[src/rtl/riscv_pkg.sv]
// Shared register-file constants, instruction field positions and the
// write-back entry type used by the write-side controller and its load buffer.
package riscv_pkg;

    localparam int XLEN       = 32;
    localparam int REG_ADDR_W = 5;
    localparam int NUM_REGS   = 1 << REG_ADDR_W;

    localparam int RD_LSB  = 7;
    localparam int RS1_LSB = 15;
    localparam int RS2_LSB = 20;

    typedef struct packed {
        logic [REG_ADDR_W-1:0] rd;
        logic [XLEN-1:0]       data;
    } wb_entry_t;

    function automatic logic [REG_ADDR_W-1:0] instr_field(
        input logic [31:0] instr,
        input int          lsb
    );
        return instr[lsb +: REG_ADDR_W];
    endfunction

endpackage

[src/rtl/wb_fifo.sv]
// Small circular buffer of write-back entries with full/empty flags.
// Pushes while full and pops while empty are ignored.
module wb_fifo
    import riscv_pkg::*;
#(
    parameter int DEPTH = 4
) (
    input  logic      clk,
    input  logic      rst,
    input  logic      push_i,
    input  wb_entry_t push_entry_i,
    input  logic      pop_i,
    output wb_entry_t head_o,
    output logic      full_o,
    output logic      empty_o
);

    localparam int PTR_W = $clog2(DEPTH);

    wb_entry_t        mem_q [DEPTH];
    logic [PTR_W-1:0] wr_ptr_q, rd_ptr_q;
    logic [PTR_W:0]   count_q;
    logic             do_push, do_pop;

    assign full_o  = (count_q == (PTR_W+1)'(DEPTH));
    assign empty_o = (count_q == '0);
    assign do_push = push_i & ~full_o;
    assign do_pop  = pop_i & ~empty_o;
    assign head_o  = mem_q[rd_ptr_q];

    // NOTE: storage carries no reset; only the pointers and count decide what is valid.
    always_ff @(posedge clk) begin
        if (do_push) begin
            mem_q[wr_ptr_q] <= push_entry_i;
        end
    end

    // NOTE: sequential state uses non-blocking assignments so every register samples pre-edge values.
    always_ff @(posedge clk or posedge rst) begin
        if (rst) begin
            wr_ptr_q <= '0;
            rd_ptr_q <= '0;
            count_q  <= '0;
        end else begin
            if (do_push) begin
                wr_ptr_q <= wr_ptr_q + PTR_W'(1);
            end
            if (do_pop) begin
                rd_ptr_q <= rd_ptr_q + PTR_W'(1);
            end
            case ({do_push, do_pop})
                2'b10:   count_q <= count_q + (PTR_W+1)'(1);
                2'b01:   count_q <= count_q - (PTR_W+1)'(1);
                default: count_q <= count_q;
            endcase
        end
    end

endmodule

[src/rtl/reg_writeback_ctrl.sv]
// Owns the register file write port: ALU results win, buffered loads fill idle
// cycles, and a pending-destination scoreboard stalls issue on RAW/WAW hazards.
module reg_writeback_ctrl #(
    parameter int XLEN     = 32,
    parameter int LD_DEPTH = 4
) (
    input  logic            clk,
    input  logic            rst,
    input  logic            issue_valid,
    input  logic [31:0]     issue_instr,
    input  logic            issue_wr,
    output logic            stall,
    input  logic            alu_valid,
    input  logic [4:0]      alu_rd,
    input  logic [XLEN-1:0] alu_data,
    input  logic            ld_valid,
    output logic            ld_ready,
    input  logic [4:0]      ld_rd,
    input  logic [XLEN-1:0] ld_data,
    output logic            reg_wr_en,
    output logic [4:0]      wr_reg,
    output logic [XLEN-1:0] wr_data,
    output logic            busy
);

    import riscv_pkg::*;

    if (XLEN != riscv_pkg::XLEN) begin : g_xlen_check
        $error("reg_writeback_ctrl: XLEN must match riscv_pkg::XLEN");
    end

    logic [REG_ADDR_W-1:0] rd, rs1, rs2;
    logic [NUM_REGS-1:0]   pending_q, pending_d;
    logic [NUM_REGS-1:0]   set_mask, clr_mask;
    logic                  issue_fire;

    logic                  wr_en_q, wr_en_d;
    logic [REG_ADDR_W-1:0] wr_reg_q;
    logic [XLEN-1:0]       wr_data_q;

    wb_entry_t             ld_entry, ld_head, sel;
    logic                  sel_valid;
    logic                  fifo_full, fifo_empty, ld_push, ld_pop;

    logic                  unused_instr_bits;

    assign rd  = instr_field(issue_instr, RD_LSB);
    assign rs1 = instr_field(issue_instr, RS1_LSB);
    assign rs2 = instr_field(issue_instr, RS2_LSB);
    assign unused_instr_bits = ^{issue_instr[31:25], issue_instr[14:12], issue_instr[6:0]};

    assign stall = issue_valid
                 & (pending_q[rs1] | pending_q[rs2] | (issue_wr & pending_q[rd]));
    assign issue_fire = issue_valid & ~stall;

    // Loads are only drained on cycles the ALU leaves the write port free.
    assign ld_entry = '{rd: ld_rd, data: ld_data};
    assign ld_ready = ~fifo_full;
    assign ld_push  = ld_valid & ~fifo_full;
    assign ld_pop   = ~alu_valid & ~fifo_empty;

    wb_fifo #(
        .DEPTH (LD_DEPTH)
    ) u_ld_fifo (
        .clk          (clk),
        .rst          (rst),
        .push_i       (ld_push),
        .push_entry_i (ld_entry),
        .pop_i        (ld_pop),
        .head_o       (ld_head),
        .full_o       (fifo_full),
        .empty_o      (fifo_empty)
    );

    // NOTE: every always_comb output gets a default first so no path can infer a latch.
    always_comb begin
        sel_valid = 1'b0;
        sel       = ld_head;
        if (alu_valid) begin
            sel_valid = 1'b1;
            sel       = '{rd: alu_rd, data: alu_data};
        end else if (!fifo_empty) begin
            sel_valid = 1'b1;
        end
    end

    // Set is applied after clear so a same-index set wins; x0 never goes pending.
    always_comb begin
        set_mask = '0;
        clr_mask = '0;
        if (issue_fire && issue_wr) begin
            set_mask[rd] = 1'b1;
        end
        if (sel_valid) begin
            clr_mask[sel.rd] = 1'b1;
        end
        pending_d    = (pending_q & ~clr_mask) | set_mask;
        pending_d[0] = 1'b0;
    end

    assign wr_en_d = sel_valid && (sel.rd != '0);

    always_ff @(posedge clk or posedge rst) begin
        if (rst) begin
            pending_q <= '0;
            wr_en_q   <= 1'b0;
            wr_reg_q  <= '0;
            wr_data_q <= '0;
        end else begin
            pending_q <= pending_d;
            wr_en_q   <= wr_en_d;
            if (wr_en_d) begin
                wr_reg_q  <= sel.rd;
                wr_data_q <= sel.data;
            end
        end
    end

    assign reg_wr_en = wr_en_q;
    assign wr_reg    = wr_reg_q;
    assign wr_data   = wr_data_q;
    assign busy      = (|pending_q) | ~fifo_empty;

endmodule
[config.mk]
export PLATFORM = sky130hd
export DESIGN_NAME = reg_writeback_ctrl
export DESIGN_NICKNAME = d
export VERILOG_FILES = /design/src/rtl/riscv_pkg.sv /design/src/rtl/wb_fifo.sv /design/src/rtl/reg_writeback_ctrl.sv
export SDC_FILE = /design/constraint.sdc
export NUM_CORES = 1
export LEC_CHECK = 0
export CAP_MARGIN = 40
export CORE_ASPECT_RATIO = 0.8
export CORE_UTILIZATION = 54
export CTS_CLUSTER_DIAMETER = 120
export DETAILED_ROUTE_END_ITERATION = 6
export PLACE_DENSITY = 0.77
export SKIP_LAST_GASP = 1
export SLEW_MARGIN = 20
export SYNTH_ARGS = -nofsm -noshare
export SYNTH_HDL_FRONTEND = slang
export SYNTH_HIERARCHICAL = 1
export SYNTH_SLANG_ARGS = --single-unit
export TNS_END_PERCENT = 20
[constraint.sdc]
create_clock -name clk -period 3.55 [get_ports clk]
set_input_delay 0.71 -clock clk [delete_from_list [all_inputs] [get_ports clk]]
set_output_delay 0.71 -clock clk [all_outputs]
set_load 0.005 [all_outputs]
==> impl_metrics.csv, run 1 <==
group,metric,value,unit
cts,cts_max_path_buffers,3,
timing,fin_crit,3.46,ns
cts,clk_pin_slew,0.06,ns
cts,cts_tree,"yes",
detailed_routing,antenna_left,0,
worst_setup_path,r2r_slack,0.74,ns
die,die_w,155,um
synthesis,ys_ff_latch,224,
synthesis,seq_area_frac_synth,62.8,%
worst_setup_path,cp_max_fo,7,
cts,clk_latency,0.50,ns
worst_setup_path,r2r-start,"u_ld_fifo/rd_ptr_q[0]$_DFFE_PP0P_",
die,die_h,124,um
global_route,grt_pass1_wl,38.0,mm
power_and_ir_drop,ir_drop,537,uV
timing,relSlewSlack,43.7,%
flow_run,drv_cap,0,
global_route,grt_pass1_vias,6663,
die,core-area,18200,um2
worst_setup_path,cp-end-kind,"output port",
synthesis,async_flop_share,33.9,%
layout,most-common-layout-cells,"148 x edfxtp_1, 129 x clkdlybuf4s50_1, 80 x nand2_1",
timing,fin_skew,0.0136,ns
layout,diodes,0,
timing,fin_ws,0.0925,ns
place,pre_cts_ws,-0.267,ns
synthesis,synth_edf_count,148,
synthesis,ys_warn_count,6,
layout,regMostFlops,"u_ld_fifo/mem_q",
timing,setup_viol,0,
worst_setup_path,reg2reg_depth,8,
global_route,antenna_found_initial,0,
place,io_buffers,135,
layout,n_fill_cell,1213,
worst_setup_path,worstSetupStartpoint,"issue_instr[21]",
detailed_routing,drtPass1Iterations,5,
status,status,"finished, final reports clean",
layout,nNetsFinal,967,
detailed_routing,wl_per_cell,21.8,um
cts,cts_made_buffers,22,
cts,htreeDepth,1,
die,io_pins,153,
synthesis,syn_area,10100,um2
layout,final_common_cell,"edfxtp_1",
cts,cts_root_buf,"clkbuf_16",
worst_setup_path,cp.arrival,2.75,ns
synthesis,syn_inst,679,
synthesis,synth_fp_nets,797,
detailed_routing,drt-total-wl,24.3,mm
power_and_ir_drop,p_leak,4.66,nW
layout,area.growth.synth_to_final,25.7,%
synthesis,avgSynthCellArea,14.9,um2
die,die_area,19300,um2
timing,finalHoldViolations,0,
place,placed_cells,1074,
worst_setup_path,required,2.84,ns
hold_path,hold_class,"register to register",
global_route,grt_overflow_total,0,
synthesis,synth_cell_type_count,59,
hold_path,min_from,"wr_data[6]$_DFFE_PP0P_",
timing,rsz0062_at_grt,"yes",
layout,largest_reg_flops,148,
cts,cts_hold_buf,0,
die,start_util,55.5,%
detailed_routing,drtIter0Drc,570,
hold_path,worstHoldEndpoint,"wr_data[6]$_DFFE_PP0P_",
die,num_rows,44,
timing,tightest_slew,0.840,ns
worst_setup_path,crit_type,"input pin to output port",
global_route,grt_max_degree,70,
place,globalplace.congestion,0.943,
global_route,track_usage,26.0,%
layout,drive_above_1_share,21.6,%
layout,layout.cells.non_filler,1118,
worst_setup_path,start_kind,"input pin",
detailed_routing,vias,6671,
hold_path,hold_depth,2,
cts,clock_sinks,224,
place,dp.final_hpwl,16.6,mm
worst_setup_path,reg2reg_to,"wr_reg[4]$_DFFE_PP0P_",
detailed_routing,drc,0,
timing,min_period_over_period,97.4,%
timing,clock.fmax,0.289,GHz
detailed_routing,via_per_inst,5.97,
synthesis,ys.flop_type,"edfxtp_1",
timing,slew_violations,0,
power_and_ir_drop,power_density,716,nW/um2
-- worst max-delay path: stages --
cell	delay [ns]
clkdlybuf4s50_1	0.47
buf_6	0.14
mux2_2	0.34
a221oi_1	0.25
a311oi_1	0.09
o311ai_2	0.22
buf_4	0.18
a31oi_1	0.08
dlygate4sd2_1	0.27
-- cells in the mapped netlist (3+ instances only) --
cell / number / area [um2]
dfrtp_1: 76 / 1900
xor2_1: 3 / 26.3
nor2_1: 11 / 41.3
buf_2: 14 / 70.1
buf_1: 3 / 11.3
a21oi_1: 3 / 15.0
ha_1: 5 / 62.6
a22oi_1: 3 / 22.5
buf_4: 3 / 22.5
mux4_1: 4 / 105
and3b_1: 3 / 26.3
mux2_2: 9 / 101
nand4_1: 3 / 18.8
and2_1: 5 / 31.3
o21ai_1: 16 / 80.1
mux2i_1: 42 / 420
nor3b_1: 7 / 52.6
buf_6: 6 / 67.6
mux4_2: 48 / 1080
o21ai_2: 24 / 210
nor3_1: 8 / 40.0
nor4b_1: 5 / 43.8
inv_1: 16 / 60.1
a31oi_1: 3 / 18.8
nand2_1: 80 / 300
xnor2_1: 3 / 26.3
nor2b_1: 3 / 18.8
edfxtp_1: 148 / 4440
o21ai_0: 60 / 300
clkbuf_1: 10 / 37.5
nor4_1: 11 / 68.8
nand3b_1: 5 / 37.5
nand3_1: 5 / 25.0
o22ai_1: 3 / 18.8
-- how the worst max path moves through the flow --
stage,cells past startpoint,endpoint
after global routing,9,stall
after floorplan,6,stall
after detailed placement,8,stall
after CTS,6,busy
final,9,stall
after global placement,8,stall
-- per-layer routing --
layer / wire length, um / global-route usage [%] / vias to the layer above / part of all wire (%)
met4: 519 / 6.41 / 0 / 2.1
met1: 10400 / 38.4 / 3340 / 43
met5: 0 / 0 / - / 0
met2: 11200 / 39.7 / 315 / 46
met3: 2190 / 5.50 / 44 / 9.0
li1: - / - / 2972 / -
-- what timing repair did --
| item | in CTS | in global routing |
|---|---|---|
| setup endpoints to repair | 2 | 2 |
| buffers inserted | 2 | 0 |
| pin swaps | 1 | 0 |
| resized for setup | 14 | 3 |
-- where the power goes --
group,switching (mW),total (mW),internal (mW)
Clock,0.937,2.18,1.25
Combinational,1.41,2.92,1.51
Sequential,0.462,3.99,3.53
-- layout make-up --
cell class | instances | area, um2 | share of cell area, %
clock buffer | 30 | 632 | 4.97
clock inverter | 10 | 52.6 | 0.414
inverter | 16 | 60.1 | 0.473
multi-input combinational | 401 | 3540 | 27.9
sequential | 224 | 6350 | 50.0
tap | 253 | 317 | 2.49
timing repair buffer | 184 | 1750 | 13.8
-- kinds of logic after synthesis --
kind of cell / count (synthesis) / share of synthesized area, %
AO/OA/AOI/OAI: 128 / 8.07
XOR/XNOR: 6 / 0.520
adder cells (fa/ha/maj): 6 / 0.817
buffers and inverters: 54 / 2.85
flip-flops: 224 / 62.8
multiplexers: 104 / 17.0
AND/OR/NAND/NOR: 157 / 7.93
-- metrics by stage --
step / hold WS [ns] / total power [mW] / cell area (um2) / util, % / setup TNS, ns
after floorplan: 0.473 / 5.66 / 10100 / - / 0
after global placement: 0.461 / 6.81 / 11900 / 65.4 / -0.236
after detailed placement: 0.469 / 6.93 / 11900 / 65.4 / -0.267
after CTS: 0.483 / 9.13 / 12700 / 69.5 / -0.0103
after global routing: 0.496 / 9.54 / 12700 / 69.7 / -0.0321
final: 0.480 / 9.10 / 12700 / 69.7 / 0
Note: power is estimated with default switching activity, not from simulation.
==> run 2: changes to the inputs <==
CORE_UTILIZATION = 52   (was 54)
DONT_BUFFER_PORTS = 1   (was unset)
PLACE_DENSITY = 0.71   (was 0.77)
==> run 2 against run 1 <==
- wire length shrank 9.0%
- critical path depth shrank 4
- non-clock buffer count shrank 165
- hold slack lost 0.44 ns
- power shrank 5.9%
- count of clock-buffer cells in the layout shrank 5
- worst setup slack gained 0.34 ns
- cell count shrank 14%
- clock skew shrank 0.0037 ns
- register-to-register slack lost 0.23 ns
- clock power grew 8%
- critical path type is now register to output port
- largest cell class unchanged
- largest power group unchanged
==> impl_metrics.csv, run 2 (synthesized netlist as in run 1, its figures left out) <==
group,metric,value,unit
status,status,"finished, final reports clean",
power_and_ir_drop,power_density,771,nW/um2
die,die_area,20000,um2
cts,clk_latency,0.49,ns
timing,fin_crit,3.12,ns
worst_setup_path,reg2reg_to,"wr_data[21]$_DFFE_PP0P_",
timing,fin_skew,0.00993,ns
detailed_routing,via_per_inst,6.15,
die,die_h,127,um
die,io_pins,153,
worst_setup_path,required,2.84,ns
detailed_routing,vias,5889,
global_route,grt_max_degree,56,
timing,setup_viol,0,
worst_setup_path,r2r-start,"u_ld_fifo/rd_ptr_q[0]$_DFFE_PP0P_",
detailed_routing,drtIter0Drc,500,
timing,min_period_over_period,87.8,%
timing,relSlewSlack,41.0,%
layout,regMostFlops,"u_ld_fifo/mem_q",
global_route,grt_pass1_vias,6175,
place,io_buffers,0,
place,placed_cells,915,
worst_setup_path,start_kind,"register",
layout,layout.cells.non_filler,958,
worst_setup_path,crit_type,"register to output port",
detailed_routing,wl_per_cell,23.1,um
timing,setup-tns-final,0,ns
worst_setup_path,cp_max_fo,5,
layout,fin_util,58.4,%
detailed_routing,drtPass1Iterations,5,
cts,cts_hold_buf,0,
detailed_routing,drc,0,
global_route,antenna_found_initial,0,
cts,cts_root_buf,"clkbuf_16",
die,start_util,53.1,%
worst_setup_path,r2r_slack,0.51,ns
global_route,track_usage,22.8,%
cts,postCtsSetupBuffers,0,
timing,finalHoldViolations,0,
layout,area.growth.synth_to_final,9.89,%
global_route,grt_overflow_total,0,
timing,slew_violations,0,
layout,drive_above_1_share,21.3,%
timing,tightest_slew,0.881,ns
power_and_ir_drop,p_leak,3.97,nW
layout,n_fill_cell,1475,
place,globalplace.congestion,0.920,
cts,clock_sinks,224,
power_and_ir_drop,ir_drop,514,uV
global_route,grt_pass1_wl,34.1,mm
flow_run,drv_cap,0,
timing,clock.fmax,0.321,GHz
worst_setup_path,cp.arrival,2.41,ns
cts,clk_pin_slew,0.07,ns
layout,diodes,0,
cts,htreeDepth,1,
hold_path,hold_class,"input pin to async pin",
layout,largest_reg_flops,148,
cts,cts_max_path_buffers,3,
worst_setup_path,reg2reg_depth,7,
layout,multi_input_area,3490,um2
die,die_w,158,um
cts,cts_tree,"yes",
layout,seqCellArea,6350,um2
cts,cts_made_buffers,22,
timing,rsz0062_at_grt,"no",
die,num_rows,45,
detailed_routing,antenna_left,0,
detailed_routing,drt-total-wl,22.1,mm
layout,most-common-layout-cells,"148 x edfxtp_1, 80 x nand2_1, 74 x dfrtp_1",
cts,ctsResizeCount,0,
layout,nNetsFinal,802,
layout,final_common_cell,"edfxtp_1",
worst_setup_path,cp-end-kind,"output port",
die,core-area,19000,um2
place,dp.final_hpwl,15.4,mm
[run 2: cell types whose count changed in the layout (fill, tap and decap cells not counted), moves of 2 or more]
cell,change
buf_4,-28
nor4b_1,+2
buf_12,-2
dlygate4sd2_1,-5
clkbuf_1,-2
nor4_1,+2
buf_6,-2
bufinv_16,+3
clkbuf_8,-3
clkdlybuf4s50_1,-129
[run 2: per-stage QoR]
stage                     area [um2]  hold WS (ns)  total power [mW]  worst slack, ns
after floorplan                10100         0.473              5.66            0.849
after global placement         10300         0.490              6.17            0.556
after detailed placement       10300         0.499              6.29            0.509
after CTS                      11100        0.0269              8.63            0.459
after global routing           11100        0.0479              8.99            0.222
final                          11100        0.0358              8.56            0.432
[run 2: layout make-up]
cell class | count | share of cell area, %
well taps | 258 | 2.91
clock inverters | 15 | 1.39
flip-flops and latches | 224 | 57.2
repair buffers | 19 | 1.37
clock buffers | 25 | 5.25
inverters | 16 | 0.541
multi-input cells | 401 | 31.4
[run 2: how the worst max path moves through the flow]
stage / cells past startpoint / to / from / slack (ns)
2_1_floorplan: 6 / stall / issue_instr[15] / 0.85
3_3_place_gp: 8 / wr_reg[4]$_DFFE_PP0P_ / u_ld_fifo/rd_ptr_q[0]$_DFFE_PP0P_ / 0.56
3_5_place_dp: 8 / wr_reg[4]$_DFFE_PP0P_ / u_ld_fifo/rd_ptr_q[0]$_DFFE_PP0P_ / 0.51
4_1_cts: 5 / busy / u_ld_fifo/count_q[0]$_DFFE_PP0P_ / 0.46
5_1_grt: 5 / busy / u_ld_fifo/count_q[0]$_DFFE_PP0P_ / 0.22
6_report: 5 / busy / u_ld_fifo/count_q[0]$_DFFE_PP0P_ / 0.43
[run 2: metal layers]
metal	vias to the layer above	wire (um)	GRT usage (%)
met2	261	10700	37.0
met4	0	469	6.11
li1	2631	-	-
met1	2964	8930	30.2
met5	-	0	0
met3	33	2060	6.53
[run 2: critical path, cell delays in order (launching register included)]
cell,delay [ns]
dfrtp_1,0.44
nor3_1,0.43
inv_1,0.22
nor4_1,0.36
nand4_1,0.13
or2_2,0.32
[run 2: power breakdown]
group | switching, mW | internal (mW)
Clock | 0.952 | 1.40
Combinational | 1.16 | 1.01
Sequential | 0.514 | 3.53
Total | 2.62 | 5.94
